<file path="src/rtl/alu_pipe_mc_if.sv">
// ============================================================================
// Module      : alu_pipe_mc_if
// Description : Operand-issue and result-return handshake bundle for alu_pipe_mc.
// Revision    : 1.0 - initial release
// ============================================================================
`default_nettype none

interface alu_pipe_mc_if #(
  parameter int WIDTH = 8
);
  logic             in_valid;
  logic             in_ready;
  logic [WIDTH-1:0] a;
  logic [WIDTH-1:0] b;
  logic             cin;
  logic [2:0]       op;
  logic             out_valid;
  logic             out_ready;
  logic [WIDTH-1:0] result;
  logic [WIDTH-1:0] result_hi;
  logic             carry_out;
  logic             overflow;
  logic             zero;
  logic             negative;

  modport master (
    output in_valid, a, b, cin, op, out_ready,
    input  in_ready, out_valid, result, result_hi, carry_out, overflow, zero, negative
  );

  modport slave (
    input  in_valid, a, b, cin, op, out_ready,
    output in_ready, out_valid, result, result_hi, carry_out, overflow, zero, negative
  );
endinterface

`default_nettype wire

</file>
<file path="src/rtl/alu_pipe_mc.sv">
// ============================================================================
// Module      : alu_pipe_mc
// Description : Handshaked ALU, registered result stage, shift-add multiplier.
// Revision    : 1.0 - initial release
// ============================================================================
`default_nettype none

module alu_pipe_mc #(
  parameter int WIDTH = 8
) (
  input  logic          clk,
  input  logic          rst_n,
  alu_pipe_mc_if.slave  bus
);

  localparam int             CNT_W      = (WIDTH > 2) ? $clog2(WIDTH) : 1;
  localparam logic [CNT_W-1:0] c_cnt_last = CNT_W'(WIDTH - 1);

  localparam logic [2:0] c_op_add  = 3'd0;
  localparam logic [2:0] c_op_sub  = 3'd1;
  localparam logic [2:0] c_op_and  = 3'd2;
  localparam logic [2:0] c_op_or   = 3'd3;
  localparam logic [2:0] c_op_xor  = 3'd4;
  localparam logic [2:0] c_op_nota = 3'd5;
  localparam logic [2:0] c_op_shl  = 3'd6;
  localparam logic [2:0] c_op_mul  = 3'd7;

  typedef enum logic [0:0] {
    IDLE    = 1'b0,
    MUL_RUN = 1'b1
  } state_t;

  state_t r_state;
  state_t w_state_nxt;

  logic [CNT_W-1:0]   r_cnt;
  logic [2*WIDTH-1:0] r_a_sh;
  logic [WIDTH-1:0]   r_b_sh;
  logic [2*WIDTH-1:0] r_acc;

  logic               r_out_valid;
  logic [WIDTH-1:0]   r_result;
  logic [WIDTH-1:0]   r_result_hi;
  logic               r_carry_out;
  logic               r_overflow;
  logic               r_zero;
  logic               r_negative;

  logic               w_out_free;
  logic               w_in_ready;
  logic               w_accept;
  logic               w_accept_mul;
  logic               w_mul_last;
  logic               w_mul_done;
  logic               w_mul_step;
  logic [2*WIDTH-1:0] w_acc_step;
  logic [WIDTH-1:0]   w_b_eff;
  logic [WIDTH:0]     w_sum;
  logic [WIDTH-1:0]   w_res;
  logic               w_carry;
  logic               w_ovf;

  assign w_out_free   = !r_out_valid || bus.out_ready;
  assign w_in_ready   = (r_state == IDLE) && w_out_free;
  assign w_accept     = bus.in_valid && w_in_ready;
  assign w_accept_mul = w_accept && (bus.op == c_op_mul);

  // The last multiply step is only taken once the output register can take the product.
  assign w_mul_last = (r_state == MUL_RUN) && (r_cnt == c_cnt_last);
  assign w_mul_done = w_mul_last && w_out_free;
  assign w_mul_step = (r_state == MUL_RUN) && (!w_mul_last || w_out_free);
  assign w_acc_step = r_acc + (r_b_sh[0] ? r_a_sh : {(2*WIDTH){1'b0}});

  assign w_b_eff = (bus.op == c_op_sub) ? ~bus.b : bus.b;
  assign w_sum   = {1'b0, bus.a} + {1'b0, w_b_eff} + {{WIDTH{1'b0}}, bus.cin};

  always_comb begin
    w_res   = '0;
    w_carry = 1'b0;
    w_ovf   = 1'b0;
    case (bus.op)
      c_op_add, c_op_sub: begin
        w_res   = w_sum[WIDTH-1:0];
        w_carry = w_sum[WIDTH];
        w_ovf   = (bus.a[WIDTH-1] == w_b_eff[WIDTH-1]) &&
                  (w_sum[WIDTH-1] != bus.a[WIDTH-1]);
      end
      c_op_and:  w_res = bus.a & bus.b;
      c_op_or:   w_res = bus.a | bus.b;
      c_op_xor:  w_res = bus.a ^ bus.b;
      c_op_nota: w_res = ~bus.a;
      c_op_shl: begin
        w_res   = {bus.a[WIDTH-2:0], 1'b0};
        w_carry = bus.a[WIDTH-1];
      end
      default: ;
    endcase
  end

  always_comb begin
    w_state_nxt = r_state;
    case (r_state)
      IDLE:    if (w_accept_mul) w_state_nxt = MUL_RUN;
      MUL_RUN: if (w_mul_done)   w_state_nxt = IDLE;
      default: w_state_nxt = IDLE;
    endcase
  end

  always_ff @(posedge clk or negedge rst_n) begin
    if (!rst_n) begin
      r_state <= IDLE;
    end else begin
      r_state <= w_state_nxt;
    end
  end

  always_ff @(posedge clk or negedge rst_n) begin
    if (!rst_n) begin
      r_cnt  <= '0;
      r_a_sh <= '0;
      r_b_sh <= '0;
      r_acc  <= '0;
    end else if (w_accept_mul) begin
      r_cnt  <= '0;
      r_a_sh <= {{WIDTH{1'b0}}, bus.a};
      r_b_sh <= bus.b;
      r_acc  <= '0;
    end else if (w_mul_step) begin
      r_cnt  <= r_cnt + CNT_W'(1);
      r_a_sh <= r_a_sh << 1;
      r_b_sh <= r_b_sh >> 1;
      r_acc  <= w_acc_step;
    end
  end

  always_ff @(posedge clk or negedge rst_n) begin
    if (!rst_n) begin
      r_out_valid <= 1'b0;
      r_result    <= '0;
      r_result_hi <= '0;
      r_carry_out <= 1'b0;
      r_overflow  <= 1'b0;
      r_zero      <= 1'b0;
      r_negative  <= 1'b0;
    end else if (w_accept && !w_accept_mul) begin
      r_out_valid <= 1'b1;
      r_result    <= w_res;
      r_result_hi <= '0;
      r_carry_out <= w_carry;
      r_overflow  <= w_ovf;
      r_zero      <= (w_res == '0);
      r_negative  <= w_res[WIDTH-1];
    end else if (w_mul_done) begin
      r_out_valid <= 1'b1;
      r_result    <= w_acc_step[WIDTH-1:0];
      r_result_hi <= w_acc_step[2*WIDTH-1:WIDTH];
      r_carry_out <= 1'b0;
      r_overflow  <= 1'b0;
      r_zero      <= (w_acc_step == '0);
      r_negative  <= w_acc_step[2*WIDTH-1];
    end else if (r_out_valid && bus.out_ready) begin
      r_out_valid <= 1'b0;
    end
  end

  assign bus.in_ready  = w_in_ready;
  assign bus.out_valid = r_out_valid;
  assign bus.result    = r_result;
  assign bus.result_hi = r_result_hi;
  assign bus.carry_out = r_carry_out;
  assign bus.overflow  = r_overflow;
  assign bus.zero      = r_zero;
  assign bus.negative  = r_negative;

endmodule

`default_nettype wire
</file>
<file path="src/flat_wrapper.sv">
// flat-port wrapper written by rule: the top's interface ports become plain ports
module alu_pipe_mc_flat 
#(
  parameter int WIDTH = 8
)
  (clk, rst_n, bus_in_valid, bus_a, bus_b, bus_cin, bus_op, bus_out_ready, bus_in_ready, bus_out_valid, bus_result, bus_result_hi, bus_carry_out, bus_overflow, bus_zero, bus_negative);
  alu_pipe_mc_if #(.WIDTH(WIDTH)) bus_i ();
  input  logic clk;
  input  logic rst_n;
  input wire logic [$bits(bus_i.in_valid)-1:0] bus_in_valid;
  input wire logic [$bits(bus_i.a)-1:0] bus_a;
  input wire logic [$bits(bus_i.b)-1:0] bus_b;
  input wire logic [$bits(bus_i.cin)-1:0] bus_cin;
  input wire logic [$bits(bus_i.op)-1:0] bus_op;
  input wire logic [$bits(bus_i.out_ready)-1:0] bus_out_ready;
  output wire logic [$bits(bus_i.in_ready)-1:0] bus_in_ready;
  output wire logic [$bits(bus_i.out_valid)-1:0] bus_out_valid;
  output wire logic [$bits(bus_i.result)-1:0] bus_result;
  output wire logic [$bits(bus_i.result_hi)-1:0] bus_result_hi;
  output wire logic [$bits(bus_i.carry_out)-1:0] bus_carry_out;
  output wire logic [$bits(bus_i.overflow)-1:0] bus_overflow;
  output wire logic [$bits(bus_i.zero)-1:0] bus_zero;
  output wire logic [$bits(bus_i.negative)-1:0] bus_negative;
  assign bus_i.in_valid = bus_in_valid;
  assign bus_i.a = bus_a;
  assign bus_i.b = bus_b;
  assign bus_i.cin = bus_cin;
  assign bus_i.op = bus_op;
  assign bus_i.out_ready = bus_out_ready;
  assign bus_in_ready = bus_i.in_ready;
  assign bus_out_valid = bus_i.out_valid;
  assign bus_result = bus_i.result;
  assign bus_result_hi = bus_i.result_hi;
  assign bus_carry_out = bus_i.carry_out;
  assign bus_overflow = bus_i.overflow;
  assign bus_zero = bus_i.zero;
  assign bus_negative = bus_i.negative;
  alu_pipe_mc #(.WIDTH(WIDTH)) u_core (.clk(clk), .rst_n(rst_n), .bus(bus_i));
endmodule
</file>
<file path="config.mk">
export PLATFORM = sky130hd
export DESIGN_NAME = alu_pipe_mc_flat
export DESIGN_NICKNAME = d
export VERILOG_FILES = /design/src/rtl/alu_pipe_mc_if.sv /design/src/rtl/alu_pipe_mc.sv /design/src/flat_wrapper.sv
export SDC_FILE = /design/constraint.sdc
export NUM_CORES = 1
export LEC_CHECK = 0
export ABC_AREA = 0
export CORE_ASPECT_RATIO = 1.5
export CORE_MARGIN = 1.5
export CORE_UTILIZATION = 63
export CTS_CLUSTER_SIZE = 8
export DETAILED_ROUTE_END_ITERATION = 12
export PLACE_DENSITY = 0.93
export SYNTH_ARGS = -nofsm -noshare
export SYNTH_HDL_FRONTEND = slang
export SYNTH_SLANG_ARGS = --single-unit
</file>
<file path="constraint.sdc">
create_clock -name clk -period 6.05 [get_ports clk]
set_input_delay 1.21 -clock clk [delete_from_list [all_inputs] [get_ports clk]]
set_output_delay 1.21 -clock clk [all_outputs]
set_load 0.005 [all_outputs]
</file>
==> flow_metrics.env <==
export IMPL_status="finished clean"
export IMPL_async_flop_share_pct=100.0
export IMPL_hold_viol_final=0
export IMPL_post_route_cell_area_um2=5680
export IMPL_synth_area_leaders="dfrtp_1, ha_1, nand2_1, o21ai_0, xnor2_1"
export IMPL_ios=46
export IMPL_critPathTopFamily="simple AND/OR/NAND/NOR gates"
export IMPL_root_buffer="clkbuf_16"
export IMPL_ir_drop_mv=0.2123
export IMPL_syn_inst=567
export IMPL_hold_buffers=0
export IMPL_crit_path_end_kind="flip-flop"
export IMPL_power_density_nw_per_um2=384.4
export IMPL_grt_pass1_vias=4354
export IMPL_cts_max_path_buffers=2
export IMPL_numPortBuffers=45
export IMPL_worst_slew_pin_slew_ps=1243
export IMPL_synth_top_area_share_pct=33.52
export IMPL_clk_transition_reported_paths_ps=60
export IMPL_synth_top_family_by_area="simple AND/OR/NAND/NOR gates"
export IMPL_place_area_um2=5343
export IMPL_die_height_um=110.5
export IMPL_place_congestion=0.9637
export IMPL_drt_pre_antenna_iters=5
export IMPL_die_width_um=74.66
export IMPL_wl_um=13530
export IMPL_vias=4450
export IMPL_rsz0062_at_grt="false"
export IMPL_reg2regPathDepth=10
export IMPL_min_period_ps=4805
export IMPL_post_drt_wl_per_cell_um=19.25
export IMPL_worst_r2r_endpoint="u_core.bus.zero$_DFFE_PN0P_"
export IMPL_drive_above_1_share_pct=6.323
export IMPL_yosysWarnings=0
export IMPL_htree_levels=3
export IMPL_post_route_period_util_pct=79.43
export IMPL_seq_area_frac_synth_pct=33.52
export IMPL_synth_fp_nets=634
export IMPL_r2r_start="u_core.r_b_sh[0]$_DFFE_PN0P_"
export IMPL_num_rows=39
export IMPL_yosys_area_share_simple_pct=22.46
export IMPL_synth_ff_type="dfrtp_1"
export IMPL_synthesis_area_um2=4852
export IMPL_tns_ps=0
export IMPL_maxCapViolations=0
export IMPL_grt_pass1_wl_um=21560
export IMPL_grt_max_degree=66
export IMPL_synth_avg_cell_area_um2=8.558
export IMPL_ys_types=72
export IMPL_grtUsageTotal_pct=34.62
export IMPL_clock_latency_ps=340
export IMPL_slowest_delay_ps=500
export IMPL_setup_viol=0
export IMPL_synth_largest_area_cell="dfrtp_1"
export IMPL_post_cts_buffers=0
export IMPL_holdCritStartpoint="u_core.r_b_sh[1]$_DFFE_PN0P_"
export IMPL_start_util_pct=64.15
export IMPL_post_dp_hpwl_um=9994
export IMPL_fmax_mhz=208.1
export IMPL_min_to="u_core.r_b_sh[1]$_DFFE_PN0P_"
export IMPL_synth_compound_area_share_pct=22.38
export IMPL_synth_edff_count=0
export IMPL_synth_xor_area_share_pct=3.430
export IMPL_layout_nets=663
export IMPL_critPathRequiredTime_ps=6290
export IMPL_cts_num_sinks=65
export IMPL_cts_tree="yes"
export IMPL_final_cells=703
export IMPL_start_kind="primary input"
export IMPL_crit_fanout=8
export IMPL_synthAdderAreaFrac_pct=11.55
export IMPL_timing_slew_headroom_pct=16.90
export IMPL_ys_ff_latch=65
export IMPL_antenna_found_initial=0
export IMPL_hold_path_class="flip-flop to flip-flop"
export IMPL_ant_nets=0
export IMPL_drtIter0Drc=386
export IMPL_worstPathBufferInverterCount=2
export IMPL_grt_overflow=0
export IMPL_dpl_cell_count=687
export IMPL_cp_arrival_ps=5050
export IMPL_cts_resized_gates=0
export IMPL_cts_buffers_inserted=9
export IMPL_vias_per_cell=6.330
export IMPL_synth_mux_area_share_pct=1.882
export IMPL_drc=0
export IMPL_holdWs_ps=474.2
export IMPL_critical_path_slowest_cell="or4b_1"
export IMPL_antennaDiodeCount=0
export IMPL_clock_skew_ps=6.506
export IMPL_area_growth_pct=17.07
export IMPL_p_leak_nw=2.602
export IMPL_design_core_area_um2=7564
export IMPL_crit_type="primary input to flip-flop"
export IMPL_min_delay_path_depth=2
export IMPL_r2r_setup_slack_ps=2330
export IMPL_dieArea_um2=8248
export IMPL_cp_cell_sequence="clkdlybuf4s50_1 -> nor2_1 -> and2_1 -> xnor2_1 -> fa_1 -> inv_1 -> fa_1 -> nor2_1 -> a311oi_1 -> a211o_1 -> or4b_1 -> nor4b_1 -> a32oi_1 -> o31ai_2"
export IMPL_final_util_pct=75.10
export IMPL_finalMaxSlewViolations=0
[cell families (layout without fill, tap and decap cells)]
logic type	after synthesis	in the layout
AO/OA/AOI/OAI	153	153
XOR/XNOR	19	19
adder cells (fa/ha/maj)	43	43
buffers and inverters	59	93
flip-flops	65	65
multiplexers	9	9
AND/OR/NAND/NOR	219	219
[worst max path at each step]
| stage | cells after the start | endpoint | start | slack [ps] |
|---|---|---|---|---|
| after global routing | 14 | u_core.bus.zero$_DFFE_PN0P_ | bus_op[2] | 1020 |
| final | 14 | u_core.bus.zero$_DFFE_PN0P_ | bus_op[2] | 1240 |
| after floorplan | 16 | u_core.bus.zero$_DFFE_PN0P_ | bus_op[0] | 1240 |
| after CTS | 14 | u_core.bus.zero$_DFFE_PN0P_ | bus_op[2] | 1260 |
| after detailed placement | 14 | u_core.bus.zero$_DFFE_PN0P_ | bus_op[2] | 940 |
| after global placement | 14 | u_core.bus.zero$_DFFE_PN0P_ | bus_op[2] | 1000 |
[cells in the final DEF, fill, tap and decap left out, drive strengths merged, types with 9 or more instances in the layout]
master,n
nor2,24
nand3,18
a211oi,10
a22oi,16
inv,27
a21oi,15
and2,18
nand2,98
dfrtp,65
o22ai,14
nand2b,13
clkbuf,11
o21ai,41
clkdlybuf4s50,44
ha,40
nor3,9
xnor2,14
[report_power, final]
part           internal (W)  switching (W)
Clock              0.000386       0.000199
Sequential         0.000584       0.000115
Combinational      0.000365       0.000534
[worst reg2reg max path, cell delays in order (launching register included)]
cell and delay [ps]:
dfrtp_1 530, and2_1 240, ha_1 240, fa_1 450, a211oi_2 380, o21ai_0 220, a221oi_1 440, a21oi_1 150
xnor2_1 560, nand4b_4 170, o31ai_2 250
[registers in the layout (all words and copies together) (netlist names)]
signal and count:
u_core.bus.out_valid 1, u_core.r_b_sh 8, u_core.bus.negative 1, u_core.bus.result_hi 8
u_core.r_cnt 3, u_core.bus.result 8, u_core.r_a_sh 16, u_core.r_acc 16
u_core.bus.zero 1, u_core.r_state 1, u_core.bus.carry_out 1, u_core.bus.overflow 1
[metal layers]
layer  vias up  wire length (µm)  GRT usage, %
met5         -                 0             0
li1       2096                 -             -
met4         0               873         21.21
met2       157              6965         57.44
met3        47               670         7.299
met1      2150              5025         39.22
[final cells by class]
type | instances | area (µm²)
inverters | 25 | 93.84
multi-input cells | 443 | 2997
clock buffers | 11 | 252.7
repair buffers | 52 | 498.0
flip-flops and latches | 65 | 1627
fillers | 581 | 1883
well taps | 102 | 127.6
clock inverters | 5 | 85.08
[cell usage after synthesis, drive strengths merged (4+ instances only)]
| cell | count |
|---|---|
| clkbuf | 24 |
| a21o | 8 |
| a31oi | 4 |
| o211ai | 4 |
| mux2i | 8 |
| a211o | 4 |
| dfrtp | 65 |
| xor2 | 5 |
| inv | 25 |
| or2 | 4 |
| buf | 10 |
| nor4 | 5 |
| nor2 | 24 |
| nor3b | 4 |
| o21ai | 41 |
| nand3 | 18 |
| nand4 | 4 |
| a221o | 4 |
| o22ai | 14 |
| a22oi | 16 |
| o221ai | 4 |
| nor3 | 9 |
| a211oi | 10 |
| and2 | 18 |
| nand2 | 98 |
| xnor2 | 14 |
| a22o | 4 |
| a21oi | 15 |
| nor2b | 4 |
| nand2b | 13 |
| ha | 40 |
[stage by stage]
stage                     total power [W]  setup WS (ps)
after floorplan                  0.001263           1236
after global placement           0.001535          995.4
after detailed placement         0.001576          944.6
after CTS                        0.002170           1259
after global routing             0.002312           1024
final                            0.002184           1245
No activity file was read; power rests on OpenSTA's default activity.
